**src/rtl/qtree_nat_serializer_pkg.sv**
```systemverilog
// mMapAdd_package: shared types for the QTree_Nat heap serializer.
//   QTree_Nat_t          heap node word: payload above a 2-bit tag in [1:0]
//   Pointer_QTree_Nat_t  heap address
//   QNode layout         child i occupies payload[i*PTR_W +: PTR_W]
//   QVal layout          value occupies payload[VAL_W-1:0] (word bits [VAL_W+1:2])
// Optional feature macro: QTREE_SER_FREE_EN adds the FREE state to the FSM enum.
package mMapAdd_package;

  localparam int PTR_W       = 16;
  localparam int VAL_W       = 32;
  localparam int CHILD_W     = 4 * PTR_W;
  localparam int PAYLOAD_W   = (CHILD_W > VAL_W) ? CHILD_W : VAL_W;
  localparam int QTREE_NAT_W = PAYLOAD_W + 2;

  localparam logic [1:0] QNONE  = 2'd0;
  localparam logic [1:0] QVAL   = 2'd1;
  localparam logic [1:0] QNODE  = 2'd2;
  localparam logic [1:0] QERROR = 2'd3;

  typedef logic [PTR_W-1:0] Pointer_QTree_Nat_t;

  typedef struct packed {
    logic [PAYLOAD_W-1:0] payload;
    logic [1:0]           tag;
  } QTree_Nat_t;

  // One traversal stack entry: node address, node word, next child to visit.
  typedef struct packed {
    Pointer_QTree_Nat_t ptr;
    QTree_Nat_t         node;
    logic [2:0]         idx;
  } stack_entry_t;

`ifdef QTREE_SER_FREE_EN
  typedef enum logic [2:0] {S_IDLE, S_REQ, S_WAIT, S_EMIT, S_NEXT, S_FREE} ser_state_e;
`else
  typedef enum logic [2:0] {S_IDLE, S_REQ, S_WAIT, S_EMIT, S_NEXT} ser_state_e;
`endif

  // Emitted QNode words keep their tag but drop the child pointers.
  function automatic QTree_Nat_t QNode_Nat_strip(input QTree_Nat_t n);
    QTree_Nat_t r;
    r         = n;
    r.payload = '0;
    return r;
  endfunction

  function automatic Pointer_QTree_Nat_t qnode_child(input QTree_Nat_t n, input logic [1:0] idx);
    return n.payload[idx*PTR_W +: PTR_W];
  endfunction

endpackage

```
**src/rtl/qtree_nat_serializer_if.sv**
```systemverilog
// Handshake bundle of qtree_nat_serializer.
//   root_*    root pointer offer (valid/ready)
//   rd_req_*  heap read request; rd_rsp_* heap read response (no backpressure)
//   o_t*      AXI-stream output, tlast on the final word of a tree
//   busy, overflow status
//   free_*    node release port (only with QTREE_SER_FREE_EN)
// master = serializer side, slave = environment side.
interface qtree_nat_serializer_if;
  import mMapAdd_package::*;

  logic                     root_valid;
  logic                     root_ready;
  Pointer_QTree_Nat_t       root_ptr;
  logic                     rd_req_valid;
  logic                     rd_req_ready;
  Pointer_QTree_Nat_t       rd_req_addr;
  logic                     rd_rsp_valid;
  logic [QTREE_NAT_W-1:0]   rd_rsp_data;
  logic [QTREE_NAT_W-1:0]   o_tdata;
  logic                     o_tvalid;
  logic                     o_tready;
  logic                     o_tlast;
  logic                     busy;
  logic                     overflow;
`ifdef QTREE_SER_FREE_EN
  logic                     free_valid;
  logic                     free_ready;
  Pointer_QTree_Nat_t       free_addr;
`endif

  modport master (
    input  root_valid, root_ptr, rd_req_ready, rd_rsp_valid, rd_rsp_data, o_tready,
`ifdef QTREE_SER_FREE_EN
    input  free_ready,
    output free_valid, free_addr,
`endif
    output root_ready, rd_req_valid, rd_req_addr, o_tdata, o_tvalid, o_tlast, busy, overflow
  );

  modport slave (
    output root_valid, root_ptr, rd_req_ready, rd_rsp_valid, rd_rsp_data, o_tready,
`ifdef QTREE_SER_FREE_EN
    output free_ready,
    input  free_valid, free_addr,
`endif
    input  root_ready, rd_req_valid, rd_req_addr, o_tdata, o_tvalid, o_tlast, busy, overflow
  );

endinterface

```
**src/rtl/qtree_ser_stack.sv**
```systemverilog
// qtree_ser_stack: DEPTH-entry LIFO of {ptr, node, idx} for the tree walk.
//   clr_i      drop all entries (abandoned traversal)
//   push_i     push push_data_i (ignored when full)
//   pop_i      drop the top entry
//   upd_idx_i  overwrite the top entry's idx with idx_i
//   top_o      combinational view of the top entry; full_o/empty_o flags
module qtree_ser_stack
  import mMapAdd_package::*;
#(
  parameter int DEPTH = 16
) (
  input  logic         clk,
  input  logic         aresetn,
  input  logic         clr_i,
  input  logic         push_i,
  input  stack_entry_t push_data_i,
  input  logic         pop_i,
  input  logic         upd_idx_i,
  input  logic [2:0]   idx_i,
  output stack_entry_t top_o,
  output logic         full_o,
  output logic         empty_o
);

  localparam int AW = (DEPTH > 1) ? $clog2(DEPTH) : 1;
  localparam int CW = $clog2(DEPTH + 1);

  stack_entry_t  mem_q [DEPTH];
  logic [CW-1:0] cnt_q;
  logic [AW-1:0] wr_idx;
  logic [AW-1:0] top_idx;

  assign wr_idx  = AW'(cnt_q);
  assign top_idx = AW'(cnt_q - CW'(1));
  assign full_o  = (cnt_q == CW'(DEPTH));
  assign empty_o = (cnt_q == '0);
  assign top_o   = mem_q[top_idx];

  always_ff @(posedge clk or negedge aresetn) begin
    if (!aresetn) begin
      cnt_q <= '0;
    end else if (clr_i) begin
      cnt_q <= '0;
    end else if (push_i && !full_o) begin
      cnt_q <= cnt_q + CW'(1);
    end else if (pop_i && !empty_o) begin
      cnt_q <= cnt_q - CW'(1);
    end
  end

  // NOTE: the storage array has no reset; only cnt_q decides which entries are live.
  always_ff @(posedge clk) begin
    if (push_i && !full_o) begin
      mem_q[wr_idx] <= push_data_i;
    end else if (upd_idx_i) begin
      mem_q[top_idx].idx <= idx_i;
    end
  end

endmodule

```
**src/rtl/qtree_nat_serializer.sv**
```systemverilog
// qtree_nat_serializer: walks a QTree_Nat heap from a root pointer and streams
// every node in postfix order (c0..c3, then the parent) on an AXI stream.
//   clk, aresetn  clock, asynchronous active-low reset
//   bus           qtree_nat_serializer_if.master (root, heap read, stream, status)
// Parameter DEPTH: traversal stack entries = deepest supported QNode nesting.
// Optional feature macro: QTREE_SER_FREE_EN releases each emitted node's address
// on the free port before continuing.
module qtree_nat_serializer
  import mMapAdd_package::*;
#(
  parameter int DEPTH = 16
) (
  input logic                    clk,
  input logic                    aresetn,
  qtree_nat_serializer_if.master bus
);

  ser_state_e         state_q, state_d;
  Pointer_QTree_Nat_t addr_q, addr_d;
  QTree_Nat_t         word_q, word_d;
  logic               err_q, err_d;
  logic               overflow_q, overflow_d;
`ifdef QTREE_SER_FREE_EN
  Pointer_QTree_Nat_t node_addr_q, node_addr_d;
`endif

  logic         stk_clr, stk_push, stk_pop, stk_upd, stk_full, stk_empty;
  logic [2:0]   stk_idx;
  stack_entry_t stk_push_data, stk_top;
  QTree_Nat_t   rsp;

  assign rsp = QTree_Nat_t'(bus.rd_rsp_data);

  qtree_ser_stack #(.DEPTH(DEPTH)) u_stack (
    .clk        (clk),
    .aresetn    (aresetn),
    .clr_i      (stk_clr),
    .push_i     (stk_push),
    .push_data_i(stk_push_data),
    .pop_i      (stk_pop),
    .upd_idx_i  (stk_upd),
    .idx_i      (stk_idx),
    .top_o      (stk_top),
    .full_o     (stk_full),
    .empty_o    (stk_empty)
  );

  always_comb begin
    // NOTE: every signal gets its default first, so no branch can infer a latch.
    state_d       = state_q;
    addr_d        = addr_q;
    word_d        = word_q;
    err_d         = err_q;
    overflow_d    = overflow_q;
`ifdef QTREE_SER_FREE_EN
    node_addr_d   = node_addr_q;
`endif
    stk_clr       = 1'b0;
    stk_push      = 1'b0;
    stk_pop       = 1'b0;
    stk_upd       = 1'b0;
    stk_idx       = stk_top.idx + 3'd1;
    stk_push_data = '{ptr: addr_q, node: rsp, idx: 3'd0};

    case (state_q)
      S_IDLE: begin
        if (bus.root_valid) begin
          addr_d     = bus.root_ptr;
          overflow_d = 1'b0;
          err_d      = 1'b0;
          state_d    = S_REQ;
        end
      end
      S_REQ: begin
        if (bus.rd_req_ready) state_d = S_WAIT;
      end
      S_WAIT: begin
        if (bus.rd_rsp_valid) begin
          if (rsp.tag == QNODE) begin
            if (stk_full) begin
              // Too deep: report once with a QError word and drop the walk.
              overflow_d = 1'b1;
              err_d      = 1'b1;
              word_d     = '{payload: '0, tag: QERROR};
              state_d    = S_EMIT;
            end else begin
              stk_push = 1'b1;
              state_d  = S_NEXT;
            end
          end else begin
            word_d  = rsp;
`ifdef QTREE_SER_FREE_EN
            node_addr_d = addr_q;
`endif
            state_d = S_EMIT;
          end
        end
      end
      S_NEXT: begin
        if (stk_top.idx[2]) begin
          // All four children done: the parent itself is next in postfix order.
          stk_pop = 1'b1;
          word_d  = QNode_Nat_strip(stk_top.node);
`ifdef QTREE_SER_FREE_EN
          node_addr_d = stk_top.ptr;
`endif
          state_d = S_EMIT;
        end else begin
          addr_d  = qnode_child(stk_top.node, stk_top.idx[1:0]);
          stk_upd = 1'b1;
          state_d = S_REQ;
        end
      end
      S_EMIT: begin
        if (bus.o_tready) begin
          if (err_q) begin
            stk_clr = 1'b1;
            state_d = S_IDLE;
          end else begin
`ifdef QTREE_SER_FREE_EN
            state_d = S_FREE;
`else
            state_d = stk_empty ? S_IDLE : S_NEXT;
`endif
          end
        end
      end
`ifdef QTREE_SER_FREE_EN
      S_FREE: begin
        if (bus.free_ready) state_d = stk_empty ? S_IDLE : S_NEXT;
      end
`endif
      default: state_d = S_IDLE;
    endcase
  end

  always_ff @(posedge clk or negedge aresetn) begin
    if (!aresetn) begin
      state_q     <= S_IDLE;
      addr_q      <= '0;
      word_q      <= '0;
      err_q       <= 1'b0;
      overflow_q  <= 1'b0;
`ifdef QTREE_SER_FREE_EN
      node_addr_q <= '0;
`endif
    end else begin
      // NOTE: state registers use non-blocking assignments so all update together at the edge.
      state_q     <= state_d;
      addr_q      <= addr_d;
      word_q      <= word_d;
      err_q       <= err_d;
      overflow_q  <= overflow_d;
`ifdef QTREE_SER_FREE_EN
      node_addr_q <= node_addr_d;
`endif
    end
  end

  assign bus.root_ready   = (state_q == S_IDLE);
  assign bus.busy         = (state_q != S_IDLE);
  assign bus.rd_req_valid = (state_q == S_REQ);
  assign bus.rd_req_addr  = addr_q;
  assign bus.o_tvalid     = (state_q == S_EMIT);
  assign bus.o_tdata      = word_q;
  // The stack is already popped when a parent reaches EMIT, so empty means root.
  assign bus.o_tlast      = (state_q == S_EMIT) && (err_q || stk_empty);
  assign bus.overflow     = overflow_q;

`ifdef QTREE_SER_FREE_EN
  assign bus.free_valid   = (state_q == S_FREE);
  assign bus.free_addr    = node_addr_q;
`else
  // Entry addresses only matter for the free port; keep them visibly sunk.
  logic unused_stk_ptr;
  assign unused_stk_ptr = ^stk_top.ptr;
`endif

endmodule

```
**src/flat_wrapper.sv**
```systemverilog
// flat-port wrapper written by rule: the top's interface ports become plain ports
module qtree_nat_serializer_flat import mMapAdd_package::*;
#(
  parameter int DEPTH = 16
)
  (clk, aresetn, bus_root_valid, bus_root_ptr, bus_rd_req_ready, bus_rd_rsp_valid, bus_rd_rsp_data, bus_o_tready, bus_root_ready, bus_rd_req_valid, bus_rd_req_addr, bus_o_tdata, bus_o_tvalid, bus_o_tlast, bus_busy, bus_overflow);
  qtree_nat_serializer_if bus_i ();
  input logic clk;
  input logic aresetn;
  input wire logic [$bits(bus_i.root_valid)-1:0] bus_root_valid;
  input wire logic [$bits(bus_i.root_ptr)-1:0] bus_root_ptr;
  input wire logic [$bits(bus_i.rd_req_ready)-1:0] bus_rd_req_ready;
  input wire logic [$bits(bus_i.rd_rsp_valid)-1:0] bus_rd_rsp_valid;
  input wire logic [$bits(bus_i.rd_rsp_data)-1:0] bus_rd_rsp_data;
  input wire logic [$bits(bus_i.o_tready)-1:0] bus_o_tready;
  output wire logic [$bits(bus_i.root_ready)-1:0] bus_root_ready;
  output wire logic [$bits(bus_i.rd_req_valid)-1:0] bus_rd_req_valid;
  output wire logic [$bits(bus_i.rd_req_addr)-1:0] bus_rd_req_addr;
  output wire logic [$bits(bus_i.o_tdata)-1:0] bus_o_tdata;
  output wire logic [$bits(bus_i.o_tvalid)-1:0] bus_o_tvalid;
  output wire logic [$bits(bus_i.o_tlast)-1:0] bus_o_tlast;
  output wire logic [$bits(bus_i.busy)-1:0] bus_busy;
  output wire logic [$bits(bus_i.overflow)-1:0] bus_overflow;
  assign bus_i.root_valid = bus_root_valid;
  assign bus_i.root_ptr = bus_root_ptr;
  assign bus_i.rd_req_ready = bus_rd_req_ready;
  assign bus_i.rd_rsp_valid = bus_rd_rsp_valid;
  assign bus_i.rd_rsp_data = bus_rd_rsp_data;
  assign bus_i.o_tready = bus_o_tready;
  assign bus_root_ready = bus_i.root_ready;
  assign bus_rd_req_valid = bus_i.rd_req_valid;
  assign bus_rd_req_addr = bus_i.rd_req_addr;
  assign bus_o_tdata = bus_i.o_tdata;
  assign bus_o_tvalid = bus_i.o_tvalid;
  assign bus_o_tlast = bus_i.o_tlast;
  assign bus_busy = bus_i.busy;
  assign bus_overflow = bus_i.overflow;
  qtree_nat_serializer #(.DEPTH(DEPTH)) u_core (.clk(clk), .aresetn(aresetn), .bus(bus_i));
endmodule
```
**config.mk**
```make
export PLATFORM = sky130hd
export DESIGN_NAME = qtree_nat_serializer_flat
export DESIGN_NICKNAME = d
export VERILOG_FILES = /design/src/rtl/qtree_nat_serializer_pkg.sv /design/src/rtl/qtree_nat_serializer_if.sv /design/src/rtl/qtree_ser_stack.sv /design/src/rtl/qtree_nat_serializer.sv /design/src/flat_wrapper.sv
export SDC_FILE = /design/constraint.sdc
export NUM_CORES = 1
export LEC_CHECK = 0
export BUFFER_PORTS_ARGS = -buffer_cell sky130_fd_sc_hd__buf_2
export CORE_MARGIN = 5
export CORE_UTILIZATION = 66
export CTS_CLUSTER_SIZE = 10
export DETAILED_ROUTE_END_ITERATION = 10
export GPL_TIMING_DRIVEN = 0
export PLACE_DENSITY_LB_ADDON = 0.05
export SLEW_MARGIN = 10
export SYNTH_ARGS = -nofsm -noshare
export SYNTH_HDL_FRONTEND = slang
export SYNTH_SLANG_ARGS = --single-unit
```
**constraint.sdc**
```tcl
create_clock -name clk -period 22 [get_ports clk]
set_input_delay 3.3 -clock clk [delete_from_list [all_inputs] [get_ports clk]]
set_output_delay 3.3 -clock clk [all_outputs]
set_load 0.005 [all_outputs]
```
==> flow_summary.yaml <==
outcome:
  status: "completed"
sta:
  max_freq_ghz: 0.143
  relSlewSlack_pct: 9.93
  finalSetupTns_ps: 0
  period_needed_ps: 6990
  fin_worst_skew_ps: 20.8
  finalCritPeriodShare_pct: 31.8
  finalSetupViolCount: 0
  rsz0062_at_grt: "no"
  worstMarginPinSlew_ps: 1350
  hold_viol_final: 0
  drv_slew: 0
detailed_routing:
  routed_via_density: 6.79
  drc: 0
  drtIter0Drc: 3513
  routed_wl_um: 127000
  dr.pass1.iters: 8
  wire_per_inst_um: 34.1
  vias: 25300
  ant_nets: 0
yosys:
  ys_seq_elements: 1195
  synthDistinctLibCells: 53
  synth_top_cells_by_area: "edfxtp_1 70%, mux4_2 15%, dfrtp_1 4.8%, mux2i_1 3.6%, and2_1 0.94%"
  async_reset_ff_share_pct: 7.62
  yosysTopAreaCell: "edfxtp_1"
  synth_top_cell_area_share_pct: 70.2
  synth_edf_count: 1104
  syn_area_per_cell_um2: 21.4
  synth_area_um2: 47200
  yosysSeqAreaShare_pct: 75.0
  syn_nets: 2304
  synthCells: 2212
  synthFlopType: "edfxtp_1"
  ys_warn_count: 0
placed_design:
  hpwlAfterDp_um: 85800
  portBuffers: 175
  gp_congestion: 0.856
  place_inst: 3492
clocking:
  cts_buffers: 137
  clock_path_buffers: 3
  tritoncts: "yes"
  cts.sink_count: 1195
  post-cts-setup-buffers: 0
  holdBufCountCts: 0
  cts_root_buffer: "clkbuf_16"
  cts-resized-gates: 0
  htree_levels: 4
  clk_latency_ps: 710
  path_clk_slew_ps: 60
finish:
  antenna_cells: 0
  final_cell_mix: "1104 x edfxtp_1, 320 x mux4_2, 202 x buf_2"
  drive_gt1_share_pct: 32.6
  final_common_cell: "edfxtp_1"
  seq_area_um2: 35400
  fill_cells: 3707
  syn2layout_area_growth_pct: 16.4
  stdcell_count: 3721
  num-nets-final: 2773
  multiInputGateArea_um2: 11000
  final_util_pct: 77.2
flow_run:
  cap_violations: 0
global_routing:
  grt_overflow: 0
  antenna_found_initial: 6
  grt_start_max_net_pins: 48
  grt_pass1_vias: 26100
  grt_first_pass_wirelength_um: 183000
  grtUsageTotal_pct: 33.3
worst_setup_path:
  end_kind: "flop"
  cp-start-kind: "flop"
  r2r_cells: 17
  setup.worst_path.class: "reg2reg"
  required_ps: 22410
  cp.arrival_ps: 7400
  crit_path_max_fanout: 10
  crit_start: "u_core.u_stack.cnt_q[0]"
  timing.rr.start: "u_core.u_stack.cnt_q[0]"
floorplan:
  ios: 176
  die_area_um2: 77000
  die_height_um: 278
  die_w_um: 278
  fp.coreArea_um2: 71200
  rows: 98
  start_util_pct: 66.3
pwr:
  p_leak_nw: 19.0
  power_density_nw_per_um2: 140
  power_mw: 7.70
  ir_drop_mv: 0.0958
hold_path:
  hold_depth: 1
  worstHoldPathType: "reg2reg"
  hp-start: "u_core.bus.o_tdata[1]"
==> flip-flops by register name, summed over array words and instances (netlist names) <==
register,cells
u_core.bus.o_tdata,66
u_core.bus.overflow,1
u_core.bus.rd_req_addr,16
u_core.state_q,3
u_core.u_stack.cnt_q,5
u_core.u_stack.mem_q,1104
==> cells in the mapped netlist (14+ instances only) <==
cell and n:
clkbuf_1 43, nor2_1 31, dfrtp_1 91, nor3_1 14, buf_4 28, buf_2 28
inv_1 71, mux4_2 320, nand2_1 93, edfxtp_1 1104, and2_1 71, buf_1 19
mux2i_1 171
==> final cells by class <==
cell class | count | area share [%]
Clock inverter | 8 | 0.159
Inverter | 71 | 0.485
Buffer | 121 | 1.12
Clock buffer | 221 | 7.08
Multi-Input combinational cell | 825 | 20.0
Timing Repair Buffer | 330 | 4.53
Tap cell | 950 | 2.16
Sequential cell | 1195 | 64.4
==> path summary, 6_finish.rpt <==
path | endpoint | slack [ps]
worst max-delay path | u_core.u_stack.mem_q[10][64] | 15010
worst min-delay path | u_core.bus.o_tdata[1] | 500
worst max register to register | u_core.u_stack.mem_q[10][64] | 15010
worst min register to register | u_core.bus.o_tdata[1] | 500
max in group asynchronous | u_core.bus.o_tdata[54] | 18750
min in group asynchronous | u_core.bus.o_tdata[37] | 2530
==> where the power goes <==
| part | internal (mW) | total (mW) | switching (mW) |
|---|---|---|---|
| sequential | 2.62 | 2.67 | 0.0519 |
| clock | 1.20 | 2.05 | 0.849 |
| combinational | 1.28 | 2.97 | 1.70 |
==> logic make-up (layout without fill, tap and decap cells) <==
| group | after synthesis | in the layout | synth area share [%] |
|---|---|---|---|
| buffers and inverters | 192 | 751 | 1.87 |
| flip-flops | 1195 | 1195 | 75.0 |
| AO/OA/AOI/OAI | 61 | 61 | 0.914 |
| AND/OR/NAND/NOR | 251 | 251 | 2.75 |
| multiplexers | 503 | 503 | 19.2 |
| adder cells (fa/ha/maj) | 4 | 4 | 0.106 |
| XOR/XNOR | 6 | 6 | 0.183 |
==> stage by stage <==
| step | setup slack, ps | cell area, µm² | hold WS (ps) |
|---|---|---|---|
| 2_1_floorplan | 12440 | 47200 | 488 |
| 3_3_place_gp | 5650 | 49300 | 479 |
| 3_5_place_dp | 14910 | 51000 | 491 |
| 4_1_cts | 15190 | 55000 | 503 |
| 5_1_grt | 14980 | 55000 | 525 |
| 6_report | 15010 | 55000 | 499 |
==> layer usage <==
metal	routed length, µm	vias to the layer above	GRT usage [%]
li1	-	9974	-
met1	44500	13400	43.9
met2	64300	1641	55.3
met3	13100	288	8.58
met4	4950	0	12.3
met5	0	-	0
==> critical path, stage by stage, from the launching register on <==
cell	delay, ps
dfrtp_1	370
buf_6	210
buf_6	220
buf_6	180
buf_4	270
buf_4	340
inv_1	210
ha_1	370
xnor2_2	780
mux4_2	440
nand2b_1	150
clkbuf_1	760
a31oi_1	460
nor3_2	810
buf_4	360
buf_4	240
buf_4	240
buf_8	180
No activity file was read; power rests on OpenSTA's default activity.
